[src/rtl/exec_stage.sv]
// Execute stage: single-cycle ALU plus an iterative shift-and-add multiplier,
// feeding the execute/memory pipeline register owned by this block.
module exec_stage #(
    parameter int XLEN = 32
) (
    input  logic            clk,
    input  logic            rst_n,
    input  logic            en_i,
    input  logic            flush_i,
    input  logic            valid_i,
    input  logic [3:0]      alu_op_i,
    input  logic            alu_src_i,
    input  logic [XLEN-1:0] SrcAE,
    input  logic [XLEN-1:0] SrcBE,
    input  logic [XLEN-1:0] SignImm,
    input  logic [XLEN-1:0] WriteDataE,
    input  logic [XLEN-1:0] pcDE,
    input  logic [4:0]      WriteRegE,
    output logic            stall_o,
    output logic [XLEN-1:0] ALUOutM,
    output logic [XLEN-1:0] WriteDataM,
    output logic [XLEN-1:0] pcEM,
    output logic [4:0]      WriteRegM,
    output logic            validM
);

    localparam int SHW = 5;

    localparam logic [3:0] OP_ADD = 4'd0;
    localparam logic [3:0] OP_SUB = 4'd1;
    localparam logic [3:0] OP_AND = 4'd2;
    localparam logic [3:0] OP_OR  = 4'd3;
    localparam logic [3:0] OP_XOR = 4'd4;
    localparam logic [3:0] OP_SLT = 4'd5;
    localparam logic [3:0] OP_SLL = 4'd6;
    localparam logic [3:0] OP_SRL = 4'd7;
    localparam logic [3:0] OP_SRA = 4'd8;
    localparam logic [3:0] OP_MUL = 4'd9;

    typedef enum logic [1:0] {
        IDLE,
        MUL,
        DONE
    } state_t;

    state_t          state_reg;
    logic [XLEN-1:0] acc_reg;
    logic [XLEN-1:0] mcand_reg;
    logic [XLEN-1:0] mplier_reg;
    logic [4:0]      cnt_reg;

    logic [XLEN-1:0] operand_b;
    logic [XLEN-1:0] alu_result;
    logic            start;
    logic            kill;
    logic            load_en;
    logic [XLEN-1:0] alu_out_next;
    logic [XLEN-1:0] write_data_next;
    logic [4:0]      write_reg_next;
    logic            valid_next;

    assign operand_b = alu_src_i ? SignImm : SrcBE;
    assign start     = (state_reg == IDLE) && valid_i && (alu_op_i == OP_MUL) && !flush_i;

    // ---------------------------------------------------------------
    // Barrel shifter: one right-shifting log stage per shift-amount bit.
    // Left shifts reuse it by bit-reversing operand and result.
    // ---------------------------------------------------------------
    logic            shift_left;
    logic            shift_fill;
    logic [XLEN-1:0] src_a_rev;
    logic [XLEN-1:0] shift_rev;
    logic [XLEN-1:0] shift_stage [0:SHW];

    assign shift_left = (alu_op_i == OP_SLL);
    assign shift_fill = (alu_op_i == OP_SRA) && SrcAE[XLEN-1];

    genvar gi;
    generate
        for (gi = 0; gi < XLEN; gi++) begin : g_rev
            assign src_a_rev[gi] = SrcAE[XLEN-1-gi];
            assign shift_rev[gi] = shift_stage[SHW][XLEN-1-gi];
        end

        assign shift_stage[0] = shift_left ? src_a_rev : SrcAE;

        for (gi = 0; gi < SHW; gi++) begin : g_shift
            assign shift_stage[gi+1] = operand_b[gi]
                ? {{(1 << gi){shift_fill}}, shift_stage[gi][XLEN-1:(1 << gi)]}
                : shift_stage[gi];
        end
    endgenerate

    always_comb begin
        alu_result = '0;
        case (alu_op_i)
            OP_ADD: alu_result = SrcAE + operand_b;
            OP_SUB: alu_result = SrcAE - operand_b;
            OP_AND: alu_result = SrcAE & operand_b;
            OP_OR:  alu_result = SrcAE | operand_b;
            OP_XOR: alu_result = SrcAE ^ operand_b;
            OP_SLT: alu_result = {{(XLEN-1){1'b0}}, ($signed(SrcAE) < $signed(operand_b))};
            OP_SLL: alu_result = shift_rev;
            OP_SRL: alu_result = shift_stage[SHW];
            OP_SRA: alu_result = shift_stage[SHW];
            default: alu_result = '0;
        endcase
    end

    // Bubbles and killed instructions still forward the PC.
    assign kill            = !valid_i || flush_i;
    assign alu_out_next    = kill ? '0 : ((state_reg == DONE) ? acc_reg : alu_result);
    assign write_data_next = kill ? '0 : WriteDataE;
    assign write_reg_next  = kill ? 5'd0 : WriteRegE;
    assign valid_next      = !kill;

    always_comb begin
        load_en = 1'b0;
        case (state_reg)
            IDLE:    load_en = en_i && !start;
            MUL:     load_en = en_i && flush_i;
            DONE:    load_en = en_i;
            default: load_en = 1'b0;
        endcase
    end

    // Reset also forces stall low while the FSM is being cleared.
    always_comb begin
        stall_o = 1'b0;
        if (rst_n) begin
            case (state_reg)
                IDLE:    stall_o = start;
                MUL:     stall_o = !flush_i;
                default: stall_o = 1'b0;
            endcase
        end
    end

    always_ff @(posedge clk or negedge rst_n) begin
        if (!rst_n) begin
            state_reg  <= IDLE;
            acc_reg    <= '0;
            mcand_reg  <= '0;
            mplier_reg <= '0;
            cnt_reg    <= '0;
            ALUOutM    <= '0;
            WriteDataM <= '0;
            pcEM       <= '0;
            WriteRegM  <= '0;
            validM     <= 1'b0;
        end else begin
            if (load_en) begin
                ALUOutM    <= alu_out_next;
                WriteDataM <= write_data_next;
                pcEM       <= pcDE;
                WriteRegM  <= write_reg_next;
                validM     <= valid_next;
            end

            case (state_reg)
                IDLE: begin
                    if (start) begin
                        mcand_reg  <= SrcAE;
                        mplier_reg <= operand_b;
                        acc_reg    <= '0;
                        cnt_reg    <= '0;
                        state_reg  <= MUL;
                    end
                end
                MUL: begin
                    if (flush_i) begin
                        acc_reg   <= '0;
                        state_reg <= IDLE;
                    end else begin
                        if (mplier_reg[0]) begin
                            acc_reg <= acc_reg + mcand_reg;
                        end
                        mcand_reg  <= mcand_reg << 1;
                        mplier_reg <= mplier_reg >> 1;
                        cnt_reg    <= cnt_reg + 5'd1;
                        if (cnt_reg == 5'd31) begin
                            state_reg <= DONE;
                        end
                    end
                end
                DONE: begin
                    if (flush_i) begin
                        acc_reg   <= '0;
                        state_reg <= IDLE;
                    end else if (en_i) begin
                        state_reg <= IDLE;
                    end
                end
                default: state_reg <= IDLE;
            endcase
        end
    end

endmodule

[config.mk]
export PLATFORM = sky130hd
export DESIGN_NAME = exec_stage
export DESIGN_NICKNAME = d
export VERILOG_FILES = /design/src/rtl/exec_stage.sv
export SDC_FILE = /design/constraint.sdc
export NUM_CORES = 1
export LEC_CHECK = 0
export CORE_MARGIN = 10
export CORE_UTILIZATION = 45
export DETAILED_ROUTE_END_ITERATION = 12
export GPL_ROUTABILITY_DRIVEN = 1
export PLACE_DENSITY = 0.69
export SYNTH_ARGS = -nofsm -noshare
export SYNTH_HDL_FRONTEND = slang
export SYNTH_SLANG_ARGS = --single-unit
[constraint.sdc]
create_clock -name clk -period 5.2 [get_ports clk]
set_input_delay 1.04 -clock clk [delete_from_list [all_inputs] [get_ports clk]]
set_output_delay 1.04 -clock clk [all_outputs]
set_load 0.05 [all_outputs]
==> impl_results.md <==
* M3 GR Usage at 0.06268
* Placed cells at 2959
* Area delta synth->final at 25.70%
* Clk buf depth at 3
* Ys flop type: dfrtp_1
* Met1 Track Usage GR at 0.4240
* Ys async rst share at 1.000
* CTS tree: done
* Setup crit end kind: output port
* Cell Area, Placed at 21900 sq um
* Non-Filler Instances at 3006
* Worst-Margin Slew at 0.9285 ns
* Met2 usage at 0.5053
* Max VDD drop at 0.2921 mV
* Seq cells post-synth at 205
* Mean area per synthesized cell at 8.281 sq um
* Post-synth top area share at 0.2831
* Post-Syn Instances at 2188
* IO Port Bufs at 277
* Row Count at 73
* Peak Freq at 220.4 MHz
* Core Util, Final at 0.5732
* Hold Path Class: in -> async
* Root Driver: clkbuf_16
* Vias in the first global route at 18460
* PostCTS Resize Cnt at 0
* Synth top area cells: dfrtp_1 28%, ha_1 10%, nand2_1 6.2%
* Pins Over Slew Limit at 0
* Detailed Route Iter0 Violations at 2027
* Syn nets at 2515
* Synth unique cells at 81
* DRC Markers at 0
* Inserted Diodes at 0
* CTS H-tree depth at 1
* Max cap viols at 0
* DR vias/cell at 6.321
* EDFF count, synth at 0
* First-pass GRT wire length at 120600 um
* Max FO, Critical Path at 10
* Synth Cell Area at 18120 sq um
* Worst slew margin at 0.3791
* Final setup viols at 0
* Critical path arrival at 3.50 ns
* GRT busiest layer: met2
* Tot Pwr at 6.186 mW
* Hold Buf Count CTS at 0
* Die H at 220.7 um
* Avg WL per Cell at 27.58 um
* Global route overflow at 0
* Gr usage total at 0.3289
* Largest net degree at the start of global routing at 76
* Period utilization at 0.8724
* Reg2reg start: acc_reg[0]
* Routed vias at 19000
* Layout net count at 2789
* Die area at 48690 sq um
* Routed wire length at 82910 um
* Area leader, netlist: dfrtp_1
* Clock skew at 0.01304 ns
* Ports at 278
* RePlAce Congestion at 1.026
* Outcome: finished, final reports clean
* Worst skew pair latency at 0.58 ns
* Synth cell count leaders: 300 x nand2_1, 223 x o21ai_0, 205 x dfrtp_1
* Setup Buffers After CTS at 0
* Clock Sink Count at 205
* Cell Pwr Density at 271.6 nW/um^2
* Sequential fraction of the synthesis area at 0.2831
* Initial Util at 0.4560
* Post-route cell area at 22780 sq um
* Setup TNS at 0 ns
* Req. time, crit path at 4.16 ns
* Routed Antenna Nets at 0
* Drt first pass iters at 6
* CTS buffer count at 26
* RSZ-0062 raised after global routing: no
* CP Launch Type: input port
* Die W at 220.7 um
* Lkg Pwr at 10.24 nW
* Critical path class: in -> out
* DP HPWL at 64600 um
* Core area at 39730 sq um
* CTS clk-pin slew, worst paths at 0.06 ns
* CP startpoint: alu_op_i[0]
* Syn. warnings at 0
* Initial antenna violation count at 1
* Tmin final at 4.536 ns
* Most frequent cell after synthesis: nand2_1
* Layout cells sized above 1 at 0.09915
* Final hold vios at 0
cell families after synthesis:
kind of cell	after synthesis	share of synthesized area
buf+inv	241	0.05338
flops	205	0.2831
fa+ha+maj	152	0.1062
mux	158	0.1115
compound gates	755	0.2715
simple gates	636	0.1545
xor+xnor	41	0.01982
routing by layer:
layer | wire length [um] | part of all wire
met4 | 5562 | 0.067
met2 | 36040 | 0.43
met1 | 33510 | 0.40
met5 | 0 | 0
met3 | 7795 | 0.094
cells in the final DEF (no fill, tap or decap), types with 26 or more instances in the layout:
cell,count
dfrtp_1,205
a22oi_1,28
a21oi_1,170
o211ai_1,29
ha_1,149
clkbuf_16,26
mux2i_1,87
nand2_1,300
nand3_1,36
mux4_2,29
o21ai_0,223
mux2_2,37
clkdlybuf4s50_1,274
nor2_1,155
a21o_1,33
xnor2_1,27
nor3_1,30
buf_4,104
a22o_1,45
inv_1,98
power by group:
part / leakage [nW] / total [mW] / internal (mW) / switching, mW
registers: 2.68 / 1.99 / 1.81 / 0.178
logic: 7.13 / 2.33 / 0.892 / 1.44
clock network: 0.433 / 1.87 / 1.05 / 0.814
final timing paths:
| path | to | slack, ns | cells past startpoint |
|---|---|---|---|
| worst min register to register | validM | 0.47 | 2 |
| min in group clk | validM | 0.47 | 2 |
| max in group asynchronous | mplier_reg[5] | 3.58 | 2 |
| worst max register to register | acc_reg[30] | 1.24 | 12 |
| worst max-delay path | stall_o | 0.66 | 8 |
| worst min-delay path | pcEM[6] | 0.40 | 1 |
layout make-up:
type	instances	area, sq um
Clock inverter	14	150.1
Clock buffer	33	726.9
Inverter	103	386.6
Timing Repair Buffer	384	3623
Multi-Input combinational cell	1742	12100
Tap cell	525	656.9
Fill cell	3669	16960
Sequential cell	205	5130
metrics by stage:
| step | hold WS [ns] | worst slack, ns |
|---|---|---|
| floorplan | 0.4447 | 0.3073 |
| global placement | 0.4599 | 0.3405 |
| detailed placement | 0.4641 | 0.1914 |
| CTS | 0.4119 | 0.6885 |
| global route | 0.4303 | 0.4470 |
| finish | 0.3993 | 0.6635 |
worst max-delay path, cell delays in order:
cell and delay [ns]:
clkdlybuf4s50_1 0.50, buf_4 0.19, nor2b_1 0.40, nand3_1 0.20, nor2b_1 0.38, nor2_4 0.09
nor2b_1 0.40, buf_4 0.29
(Power assumes the default switching activity.)
